===== src/rtl/mmu_result_sequencer_if.sv =====
// Bundle between the MMU accumulators, the result sequencer and the output sink.
// Carries the job start, the per-result capture strobes and the output valid/ready path.
interface mmu_result_sequencer_if #(
  parameter int ACC_W = 16,
  parameter int OUT_W = 8
);
  logic                 start;
  logic [3:0]           res_valid;
  logic [4*ACC_W-1:0]   res_data;
  logic [OUT_W-1:0]     out_data;
  logic                 out_valid;
  logic                 out_ready;
  logic                 busy;
  logic                 done;
  logic                 err;

  modport slave (
    input  start, res_valid, res_data, out_ready,
    output out_data, out_valid, busy, done, err
  );

  modport master (
    output start, res_valid, res_data, out_ready,
    input  out_data, out_valid, busy, done, err
  );
endinterface


===== src/rtl/mmu_result_sequencer.sv =====
// Captures the four 2x2 MMU results and emits them row-major on one OUT_W-bit bus.
// Build option: define MMU_OUT_SAT_EN for signed saturation instead of truncation.
module mmu_result_sequencer #(
  parameter int ACC_W = 16,
  parameter int OUT_W = 8
) (
  input  logic                    i_clk,
  input  logic                    i_rst,
  mmu_result_sequencer_if.slave   io_bus
);

  localparam logic [1:0] S_IDLE    = 2'd0;
  localparam logic [1:0] S_COLLECT = 2'd1;
  localparam logic [1:0] S_DONE    = 2'd2;

  localparam logic signed [ACC_W-1:0] SAT_MAX = ACC_W'((2 ** (OUT_W - 1)) - 1);
  localparam logic signed [ACC_W-1:0] SAT_MIN = ACC_W'(-(2 ** (OUT_W - 1)));

  logic [1:0]       r_state;
  logic [1:0]       r_rd_ptr;
  logic [3:0]       r_captured;
  logic [OUT_W-1:0] r_hold [4];
  logic [OUT_W-1:0] r_out_data;
  logic             r_out_valid;
  logic             r_busy;
  logic             r_done;
  logic             r_err;

  logic [OUT_W-1:0] w_conv [4];
  logic [1:0]       w_next_ptr;
  logic             w_handshake;

  function automatic logic [OUT_W-1:0] f_convert(input logic signed [ACC_W-1:0] v);
    logic [OUT_W-1:0] res;
`ifdef MMU_OUT_SAT_EN
    if (v > SAT_MAX) begin
      res = {1'b0, {(OUT_W-1){1'b1}}};
    end else if (v < SAT_MIN) begin
      res = {1'b1, {(OUT_W-1){1'b0}}};
    end else begin
      res = OUT_W'(v);
    end
`else
    res = OUT_W'(v);
`endif
    return res;
  endfunction

  // Convert every incoming slice; only strobed, not-yet-captured slots are stored.
  always_comb begin
    for (int i = 0; i < 4; i++) begin
      w_conv[i] = f_convert(io_bus.res_data[i*ACC_W +: ACC_W]);
    end
  end

  // Handshake decode and the slot that follows the current one.
  always_comb begin
    w_next_ptr  = r_rd_ptr + 2'd1;
    w_handshake = r_out_valid & io_bus.out_ready;
  end

  // Result capture: first strobe of a slot wins, repeats flag a sticky error.
  always_ff @(posedge i_clk) begin
    if (i_rst) begin
      r_captured <= 4'b0000;
      r_err      <= 1'b0;
      for (int i = 0; i < 4; i++) begin
        r_hold[i] <= {OUT_W{1'b0}};
      end
    end else if (r_state == S_IDLE) begin
      if (io_bus.start) begin
        r_captured <= 4'b0000;
        r_err      <= 1'b0;
      end
    end else if (r_state == S_COLLECT) begin
      for (int i = 0; i < 4; i++) begin
        if (io_bus.res_valid[i]) begin
          if (!r_captured[i]) begin
            r_hold[i]     <= w_conv[i];
            r_captured[i] <= 1'b1;
          end else begin
            r_err <= 1'b1;
          end
        end
      end
    end
  end

  // Control FSM and registered output stage.
  always_ff @(posedge i_clk) begin
    if (i_rst) begin
      r_state     <= S_IDLE;
      r_rd_ptr    <= 2'd0;
      r_out_data  <= {OUT_W{1'b0}};
      r_out_valid <= 1'b0;
      r_busy      <= 1'b0;
      r_done      <= 1'b0;
    end else begin
      case (r_state)
        S_IDLE: begin
          r_done      <= 1'b0;
          r_out_valid <= 1'b0;
          if (io_bus.start) begin
            r_state  <= S_COLLECT;
            r_rd_ptr <= 2'd0;
            r_busy   <= 1'b1;
          end
        end
        S_COLLECT: begin
          r_done <= 1'b0;
          r_busy <= 1'b1;
          if (w_handshake) begin
            if (r_rd_ptr == 2'd3) begin
              r_state     <= S_DONE;
              r_rd_ptr    <= 2'd0;
              r_out_valid <= 1'b0;
              r_done      <= 1'b1;
            end else begin
              // Back-to-back only if the following slot was captured on an earlier edge.
              r_rd_ptr    <= w_next_ptr;
              r_out_valid <= r_captured[w_next_ptr];
              r_out_data  <= r_hold[w_next_ptr];
            end
          end else if (!r_out_valid && r_captured[r_rd_ptr]) begin
            r_out_valid <= 1'b1;
            r_out_data  <= r_hold[r_rd_ptr];
          end
        end
        S_DONE: begin
          r_state     <= S_IDLE;
          r_done      <= 1'b0;
          r_busy      <= 1'b0;
          r_out_valid <= 1'b0;
        end
        default: begin
          r_state     <= S_IDLE;
          r_rd_ptr    <= 2'd0;
          r_out_valid <= 1'b0;
          r_busy      <= 1'b0;
          r_done      <= 1'b0;
        end
      endcase
    end
  end

  assign io_bus.out_data  = r_out_data;
  assign io_bus.out_valid = r_out_valid;
  assign io_bus.busy      = r_busy;
  assign io_bus.done      = r_done;
  assign io_bus.err       = r_err;

endmodule


===== src/flat_wrapper.sv =====
// flat-port wrapper written by rule: the top's interface ports become plain ports
module mmu_result_sequencer_flat 
#(
  parameter int ACC_W = 16,
  parameter int OUT_W = 8
)
  (i_clk, i_rst, io_bus_start, io_bus_res_valid, io_bus_res_data, io_bus_out_ready, io_bus_out_data, io_bus_out_valid, io_bus_busy, io_bus_done, io_bus_err);
  mmu_result_sequencer_if #(.ACC_W(ACC_W), .OUT_W(OUT_W)) io_bus_i ();
  input  logic i_clk;
  input  logic i_rst;
  input wire logic [$bits(io_bus_i.start)-1:0] io_bus_start;
  input wire logic [$bits(io_bus_i.res_valid)-1:0] io_bus_res_valid;
  input wire logic [$bits(io_bus_i.res_data)-1:0] io_bus_res_data;
  input wire logic [$bits(io_bus_i.out_ready)-1:0] io_bus_out_ready;
  output wire logic [$bits(io_bus_i.out_data)-1:0] io_bus_out_data;
  output wire logic [$bits(io_bus_i.out_valid)-1:0] io_bus_out_valid;
  output wire logic [$bits(io_bus_i.busy)-1:0] io_bus_busy;
  output wire logic [$bits(io_bus_i.done)-1:0] io_bus_done;
  output wire logic [$bits(io_bus_i.err)-1:0] io_bus_err;
  assign io_bus_i.start = io_bus_start;
  assign io_bus_i.res_valid = io_bus_res_valid;
  assign io_bus_i.res_data = io_bus_res_data;
  assign io_bus_i.out_ready = io_bus_out_ready;
  assign io_bus_out_data = io_bus_i.out_data;
  assign io_bus_out_valid = io_bus_i.out_valid;
  assign io_bus_busy = io_bus_i.busy;
  assign io_bus_done = io_bus_i.done;
  assign io_bus_err = io_bus_i.err;
  mmu_result_sequencer #(.ACC_W(ACC_W), .OUT_W(OUT_W)) u_core (.i_clk(i_clk), .i_rst(i_rst), .io_bus(io_bus_i));
endmodule

===== config.mk =====
export PLATFORM = sky130hd
export DESIGN_NAME = mmu_result_sequencer_flat
export DESIGN_NICKNAME = d
export VERILOG_FILES = /design/src/rtl/mmu_result_sequencer_if.sv /design/src/rtl/mmu_result_sequencer.sv /design/src/flat_wrapper.sv
export SDC_FILE = /design/constraint.sdc
export NUM_CORES = 1
export LEC_CHECK = 0
export CORE_MARGIN = 2
export CORE_UTILIZATION = 36
export DETAILED_ROUTE_END_ITERATION = 6
export HOLD_SLACK_MARGIN = 0.1
export PLACE_DENSITY = 0.67
export SLEW_MARGIN = 0
export SYNTH_ARGS = -nofsm -noshare
export SYNTH_HDL_FRONTEND = slang
export SYNTH_SLANG_ARGS = --single-unit

===== constraint.sdc =====
create_clock -name i_clk -period 3.3 [get_ports i_clk]
set_input_delay 0.825 -clock i_clk [delete_from_list [all_inputs] [get_ports i_clk]]
set_output_delay 0.825 -clock i_clk [all_outputs]
set_load 0.02 [all_outputs]

* Yosys cells after proc, flatten, opt, wreduce, memory -nomap -nowiden *
Memories as Yosys holds them, arrays and structs flattened. A register that Yosys moved wholly into a read port is not among the register bits.
Index checks and enable logic that the tools add are counted.

storage, ports and cells
  memories kept = 1
  register bits = 20
  logic and storage cells = 120
  input port bits = 72
  bits in writable memories = 32
  output and inout port bits = 12

cells by class
  bitwise logic cells = 8
  equal/unequal tests = 7
  $lt $le $gt $ge = 2
  reduce and logical (&&, ||, !) cells = 19
  add/subtract/negate cells = 1
  muxes and demuxes = 71

memories
  name           words  bits a word  read ports  clocked after Yosys merged registers in  wr ports  line                        text
  u_core.r_hold  4      8            2           1                                        4         mmu_result_sequencer.sv:22  logic [OUT_W-1:0] r_hold [4];

operators with widths
  operator                                                                 count
  8-bit 2-to-1 mux                                                         7
  1-bit 2-to-1 mux                                                         48
  3-bit AND reduction                                                      7
  2-bit 2-to-1 mux                                                         8
  4-bit 2-to-1 mux                                                         3
  2-bit nonzero test                                                       6
  2-bit by 3-bit < comparator with 1-bit output, second input constant     2
  2-bit inequality test, second input constant                             3
  2-bit case mux with 3 select lines                                       1
  1-bit binary-select mux with 2-bit select                                2
  2-bit == test, second input constant                                     2
  1-bit OR                                                                 4
  2-bit case mux with 2 select lines                                       1
  1-bit inverter                                                           3
  3-bit OR reduction                                                       1
  2-bit by 1-bit adder with 2-bit output, second input constant            1
  2-bit by 1-bit == test with 1-bit output, second input constant          1
  2-bit zero test                                                          1
  2-bit by 1-bit inequality test with 1-bit output, second input constant  1
  1-bit case mux with 2 select lines                                       1
  2-bit AND reduction                                                      1
  2-bit OR reduction                                                       1
  1-bit bitwise AND                                                        1
  1-bit logical AND                                                        1
  1-bit zero test                                                          1

* Depth between registers and ports, before layout *
Gate-level depths: netlist (run 1).

  depth after elaboration = 10
  gate-level depth with buffers = 6
  mapped depth without buffers = 5

* Worst setup path before layout (run 1) *
No wires, ideal clock.

  path type = register to register
  start point = register u_core.r_rd_ptr[0]
  end point = register u_core.r_out_data[0] (netlist: u_core.io_bus.out_data[0])
  cell stages (with the launch flop) = 6
  path buffers = 1
  setup slack = 1536 ps
  data required time = 3161 ps
  arrival = 1625 ps
  library setup time = 139 ps
  clock period less this slack = 1764 ps
  cell sequence = dfxtp_1 -> ha_1 -> buf_2 -> mux4_2 -> mux2i_1 -> a311oi_2

on the way
  cells in the longest elaborated chain, start to end = 5
  elaborated cells on any way between the ends = 11
  classes of those cells = add/sub (1); eq/ne (2); mux (4); reduce/logical (3); memory (1)

ends and longest elaborated chain
  item                                                           line                         text
  start, declared                                                mmu_result_sequencer.sv:20   logic [1:0] r_rd_ptr;
  start signal, assigned                                         mmu_result_sequencer.sv:120  r_rd_ptr <= w_next_ptr;
  branches (longest 5 deep; another with memory read 4 x 8 bit)  --
  end signal, assigned                                           mmu_result_sequencer.sv:94   r_out_data <= {OUT_W{1'b0}};
  end signal, assigned                                           mmu_result_sequencer.sv:122  r_out_data <= r_hold[w_next_ptr];
  end signal, assigned                                           mmu_result_sequencer.sv:126  r_out_data <= r_hold[r_rd_ptr];
  end, declared                                                  mmu_result_sequencer.sv:23   logic [OUT_W-1:0] r_out_data;

Parallel ways; which one is timed is not known. The select of a mux whose other input is x is not followed.
A chain may end at the register's enable or synchronous reset.

==> run summary, run 1 <==
Sequential share of the synthesized area: 52.7%
CTS tree: yes
# clock sinks: 54
Worst-path clk slew: 90 ps
Worst clock skew: 6.78 ps
WL per Instance: 15.7 um
Hold-fix buffers, CTS: 0
Min Clock Period, post-route: 2560 ps
WL final: 5.48 mm
Clock power frac: 26.9%
Die area: 0.00809 sq mm
Sw frac: 24.1%
Drt initial violations: 114
Setup TNS: 0 ps
Flops & latches, synth: 54
Pre-CTS setup slack: 399 ps
Worst slew margin: 25.2%
Core area: 0.00721 sq mm
HP Class: reg -> reg
Ant diodes: 0
Synth area leaders: edfxtp_1, dfxtp_1, mux4_2
Slew @ Worst Pin: 1120 ps
Critical path class: in -> reg
Final core occ: 46.4%
Syn Area/Cell: 13.4 sq um
Congestion Overflow GR: 0
CTS buffer count: 5
Die height: 89.9 um
Crit end category: register
Commonest cells post-synth: and2_1, edfxtp_1, dfxtp_1
VDD IR max: 191 uV
Clk buf depth: 2
Number of synthesized flops with an enable pin: 32
GP Congestion: 0.819
Clk_lat worst skew: 310 ps
MaxCap Viol Count: 0
Hold WS: 483 ps
Die width: 89.9 um
Dpl cell area: 0.00326 sq mm
Fmax: 391 MHz
Number of I/O port buffers: 51
CP Max Fanout: 8
Top_reg_cell synth: edfxtp_1
Cell Pwr Density: 398 mW/mm^2
Synth area leader: edfxtp_1
Synth unique cells: 27
DRT antenna net count: 0
Vias in the first global route: 1655
Via count: 1752
Seq pwr share: 58.4%
Status: completed
Final slew viol count: 0
H-tree Lvls: 2
Initial antenna violation count: 0
Asr flop ratio synth: 0%
Vias per cell: 5.03
Internal: 1.01 mW
# IOs: 84
Share of the synthesized area in the top cell type: 36.1%
Fin nets: 321
Largest net degree at the start of global routing: 24
First-pass GRT wire length: 8.77 mm
Leakage power: 1.17 nW
Yosys warns: 0
Top-count cell post-synth: and2_1
Fin. Hold Viols: 0
Root Buffer: clkbuf_8
Arrival time worst endpoint: 2730 ps
WP data required: 3470 ps
Fin area: 0.00335 sq mm
Setup slack after layout: 742 ps
RSZ-0062 raised after global routing: false
Net Count, Synth: 271
Layout area overhead: 25.9%
Synthesized area: 0.00266 sq mm
Post-CTS setup buffer count: 0
Switching pwr: 0.321 mW
Combinational power share: 14.7%
Row count: 31
First-pass DRT Iterations: 4
Worst setup SP type: input port
Fraction of layout cells with a size suffix above 1: 16.9%
Initial Util: 36.9%
Drt drc: 0
Worst R2R Setup Slack: 1060 ps
Tcrit/Tclk final: 77.5%
Post-Syn Instances: 198
Final setup vio count: 0
GRT Util Overall: 14.1%
# resized after CTS: 0
sequential cells by signal (all words and copies together) (netlist names), named ones only:
register	flops
u_core.r_captured	4
u_core.r_state	2
u_core.r_rd_ptr	2
u_core.io_bus.out_data	8
u_core.io_bus.out_valid	1
u_core.io_bus.done	1
u_core.io_bus.busy	1
u_core.io_bus.err	1
u_core.r_hold	32
routing by layer:
metal	routed length, um	track usage [%]	part of all wire [%]	vias to the layer above
met3	290	2.77	5.3	5
met4	79	4.36	1.4	0
met5	0	0	0	-
met1	2310	17.8	42	829
li1	-	-	-	851
met2	2790	24.5	51	67
final timing paths:
path,start,endpoint,depth (start not counted)
worst min register to register,u_core.io_bus.err$_SDFFE_PP0P_,u_core.io_bus.err$_SDFFE_PP0P_,2
worst max-delay path,i_rst,u_core.r_hold[1][6]$_SDFFCE_PN0P_,4
worst max register to register,u_core.r_state[0]$_SDFFE_PP0P_,u_core.r_hold[1][6]$_SDFFCE_PN0P_,4
worst min-delay path,u_core.io_bus.err$_SDFFE_PP0P_,u_core.io_bus.err$_SDFFE_PP0P_,2
worst max-delay path, cell delays in order:
cell and delay (ps):
clkdlybuf4s50_1 410, nand2b_1 270, nor3b_1 960, and2_1 260
kinds of logic (layout without fill, tap and decap cells):
| kind of cell | count (synthesis) | after routing | synth area share (%) |
|---|---|---|---|
| adder cells (fa/ha/maj) | 1 | 1 | 0.471 |
| AND/OR/NAND/NOR | 60 | 60 | 13.3 |
| flip-flops | 54 | 54 | 52.7 |
| buffers and inverters | 15 | 66 | 2.59 |
| AO/OA/AOI/OAI | 39 | 39 | 11.4 |
| multiplexers | 29 | 29 | 19.5 |
placed cells by master (no fill, tap or decap):
| master | synthesis | layout |
|---|---|---|
| and2b_1 | 1 | 1 |
| clkinvlp_4 | 0 | 1 |
| a31oi_1 | 1 | 1 |
| clkdlybuf4s50_1 | 0 | 51 |
| inv_1 | 4 | 4 |
| o31a_1 | 1 | 1 |
| ha_1 | 1 | 1 |
| nor2_1 | 5 | 5 |
| buf_4 | 0 | 3 |
| clkinv_1 | 0 | 1 |
| o21ai_0 | 7 | 7 |
| nand2_1 | 7 | 7 |
| a31o_2 | 4 | 4 |
| a22o_1 | 2 | 2 |
| clkbuf_8 | 0 | 5 |
| nor3b_1 | 5 | 5 |
| a311oi_2 | 8 | 8 |
| nand3b_1 | 1 | 1 |
| edfxtp_1 | 32 | 32 |
| o22ai_1 | 1 | 1 |
| nand2b_1 | 2 | 2 |
| clkinv_2 | 0 | 1 |
| a21oi_1 | 15 | 15 |
| mux2_2 | 2 | 2 |
| mux4_2 | 18 | 18 |
| mux2i_1 | 9 | 9 |
| nor2b_1 | 6 | 6 |
| dfxtp_1 | 22 | 22 |
| and2_1 | 33 | 33 |
layout make-up:
type                    count  area, sq um
fillers                   659         3870
flip-flops and latches     54         1400
multi-input cells         129         1190
repair buffers             54          533
well taps                  99          124
clock buffers               5         68.8
clock inverters             3         16.3
inverters                   4         15.0
through the flow:
step           std cells  total power, mW
2_1_floorplan        198            0.901
3_3_place_gp         340            0.985
3_5_place_dp         340            0.991
4_1_cts              348             1.34
5_1_grt              348             1.39
6_report             348             1.33
power by group through the flow:
stage / Sequential [mW] / Combinational, mW / Clock [mW]
6_report: 0.777 / 0.195 / 0.358
5_1_grt: 0.783 / 0.211 / 0.396
4_1_cts: 0.777 / 0.199 / 0.366
3_5_place_dp: 0.793 / 0.199 / 0
3_3_place_gp: 0.790 / 0.195 / 0
2_1_floorplan: 0.786 / 0.114 / 0
Note: power is estimated with default switching activity, not from simulation.
==> run 2: changes to the inputs <==
Clock period 3.3 ns to 2.6 ns, I/O delays scaled along.
==> run 2 against run 1 <==
Against the previous run:
- cell count up 0.86%
- sequential share of layout area decreased by 0.39 points
- critical endpoint unchanged
- first-iteration DRC count rose by 5.3%
- non-clock buffer count up 3
- final area grew 0.93%
- largest cell class unchanged
- die area is the same
- clock power up 36%
- critical path depth is the same
- setup slack worse by 540 ps
- clock skew is 3.9 ps higher
- sequential cell count stayed put
==> run summary, run 2 (synthesis gave the netlist of run 1 again) <==
VDD IR max: 253 uV
Hpwl dp: 3.92 mm
Sw frac: 24.8%
Row count: 31
Worst slew margin: 21.7%
Largest net degree at the start of global routing: 24
Clk buf depth: 2
Max incr delay on CP: 980 ps
CTS buffer count: 5
# IOs: 84
Min Clock Period, post-route: 2390 ps
Post-CTS setup buffer count: 0
Core area: 0.00721 sq mm
Drt drc: 0
WP buf/inv: 1
Fin nets: 324
H-tree Lvls: 2
Initial Util: 36.9%
WP data required: 2770 ps
Cell Pwr Density: 510 mW/mm^2
Power, Total: 1.72 mW
M1 GR Usage: 17.3%
Ant diodes: 0
Die area: 0.00809 sq mm
Die height: 89.9 um
# resized after CTS: 0
Leakage power: 1.19 nW
CTS tree: yes
Crit end category: register
Number of I/O port buffers: 51
Root Buffer: clkbuf_8
Fin area: 0.00338 sq mm
Fmax: 418 MHz
Fraction of layout cells with a size suffix above 1: 18.3%
Dpl cell area: 0.00328 sq mm
Max reg flops: 32
Largest reg by FF count: u_core.r_hold
Vias in the first global route: 1757
Top delay family on crit path: simple AND/OR/NAND/NOR gates
Final setup vio count: 0
Busiest layer in global routing: met2
GRT Util Overall: 14.1%
Worst setup endpoint: u_core.r_hold[1][6]$_SDFFCE_PN0P_
Hold-fix buffers, CTS: 0
Initial antenna violation count: 0
Most frequent cells in the layout: clkdlybuf4s50_1, and2_1, edfxtp_1
First-pass DRT Iterations: 4
Crit. Startpoint: i_rst
MaxCap Viol Count: 0
Worst path depth: 4
Crit path cell chain: clkdlybuf4s50_1 -> nand2b_1 -> nor3b_1 -> and2_1
Arrival time worst endpoint: 2570 ps
Met2 usage: 24.9%
Critical path class: in -> reg
RSZ-0062 raised after global routing: false
Final slew viol count: 0
# clock sinks: 54
Via count: 1757
HP Class: reg -> reg
Commonest non-fill, non-tap cell in the layout: clkdlybuf4s50_1
Reg2reg path depth: 4
WL final: 5.43 mm
Status: completed
Worst clock skew: 10.6 ps
Internal: 1.29 mW
Switching pwr: 0.428 mW
DRT antenna net count: 0
Tcrit/Tclk final: 92.1%
Worst-path clk slew: 110 ps
WL per Instance: 15.5 um
First-pass GRT wire length: 8.85 mm
Finished Layout Cells: 351
Drt initial violations: 120
Clk_lat worst skew: 310 ps
Slew @ Worst Pin: 1170 ps
GP Congestion: 0.812
Die width: 89.9 um
Worst R2R Setup Slack: 360 ps
Combinational power share: 14.6%
Placed cells: 343
R2r endpoint: u_core.r_hold[1][6]$_SDFFCE_PN0P_
CP Max Fanout: 8
GR Layer Usage met3: 3.10%
Seq pwr share: 57.2%
Worst setup SP type: input port
Vias per cell: 5.01
Congestion Overflow GR: 0
Clock power frac: 28.2%
CP max stage cell: nor3b_1
Worst r2r src: u_core.r_state[0]$_SDFFE_PP0P_
Fin. Hold Viols: 0
Layout area overhead: 27.1%
-- run 2: metrics by stage --
stage,setup TNS (ps),utilization [%],hold WS (ps),worst slack (ps)
global placement,-3.76,45.5,459,-3.76
floorplan,0,-,479,836
detailed placement,-46.2,45.5,468,-36.7
CTS,0,46.8,483,293
finish,0,46.8,483,205
global route,0,46.8,523,79.0
-- run 2: worst min path at each step --
stage	slack (ps)	cells after the start	startpoint	end
final	480	2	u_core.io_bus.err$_SDFFE_PP0P_	u_core.io_bus.err$_SDFFE_PP0P_
after global routing	520	1	u_core.io_bus.busy$_SDFFE_PP0P_	u_core.io_bus.busy$_SDFFE_PP0P_
after CTS	480	2	u_core.io_bus.err$_SDFFE_PP0P_	u_core.io_bus.err$_SDFFE_PP0P_
after detailed placement	470	1	u_core.io_bus.busy$_SDFFE_PP0P_	u_core.io_bus.busy$_SDFFE_PP0P_
after global placement	460	1	u_core.io_bus.busy$_SDFFE_PP0P_	u_core.io_bus.busy$_SDFFE_PP0P_
after floorplan	480	2	u_core.r_rd_ptr[1]$_SDFFE_PP0N_	register
-- run 2: power by group through the flow --
stage	clock network (mW)	registers [mW]	logic, mW
2_1_floorplan	0	0.998	0.145
3_3_place_gp	0	1.00	0.252
4_1_cts	0.500	0.985	0.257
5_1_grt	0.536	0.992	0.272
3_5_place_dp	0	1.00	0.256
6_report	0.486	0.985	0.252
-- run 2: worst reg2reg max path, stage by stage (launching register included) --
cell	delay, ps
dfxtp_1	500
and2b_1	190
nand2b_1	150
nor3b_1	980
and2_1	280
-- run 2: layer usage --
metal	routed length [um]	up-vias
met5	0	-
met3	192	2
met4	40	0
li1	-	861
met1	2450	845
met2	2750	49
-- run 2: area by class of cell --
| type | count | area [sq um] |
|---|---|---|
| Fill cell | 681 | 3840 |
| Inverter | 4 | 15.0 |
| Clock buffer | 5 | 68.8 |
| Sequential cell | 54 | 1400 |
| Clock inverter | 3 | 25.0 |
| Tap cell | 99 | 124 |
| Multi-Input combinational cell | 129 | 1190 |
| Timing Repair Buffer | 57 | 556 |
==> run 3: changes to the inputs <==
Settings changed: CTS_BUF_LIST set to sky130_fd_sc_hd__clkbuf_4 sky130_fd_sc_hd__clkbuf_8 sky130_fd_sc_hd__clkbuf_16.
==> results of run 3 <==
Final layout, timing and power as in run 2 (identical DEF).
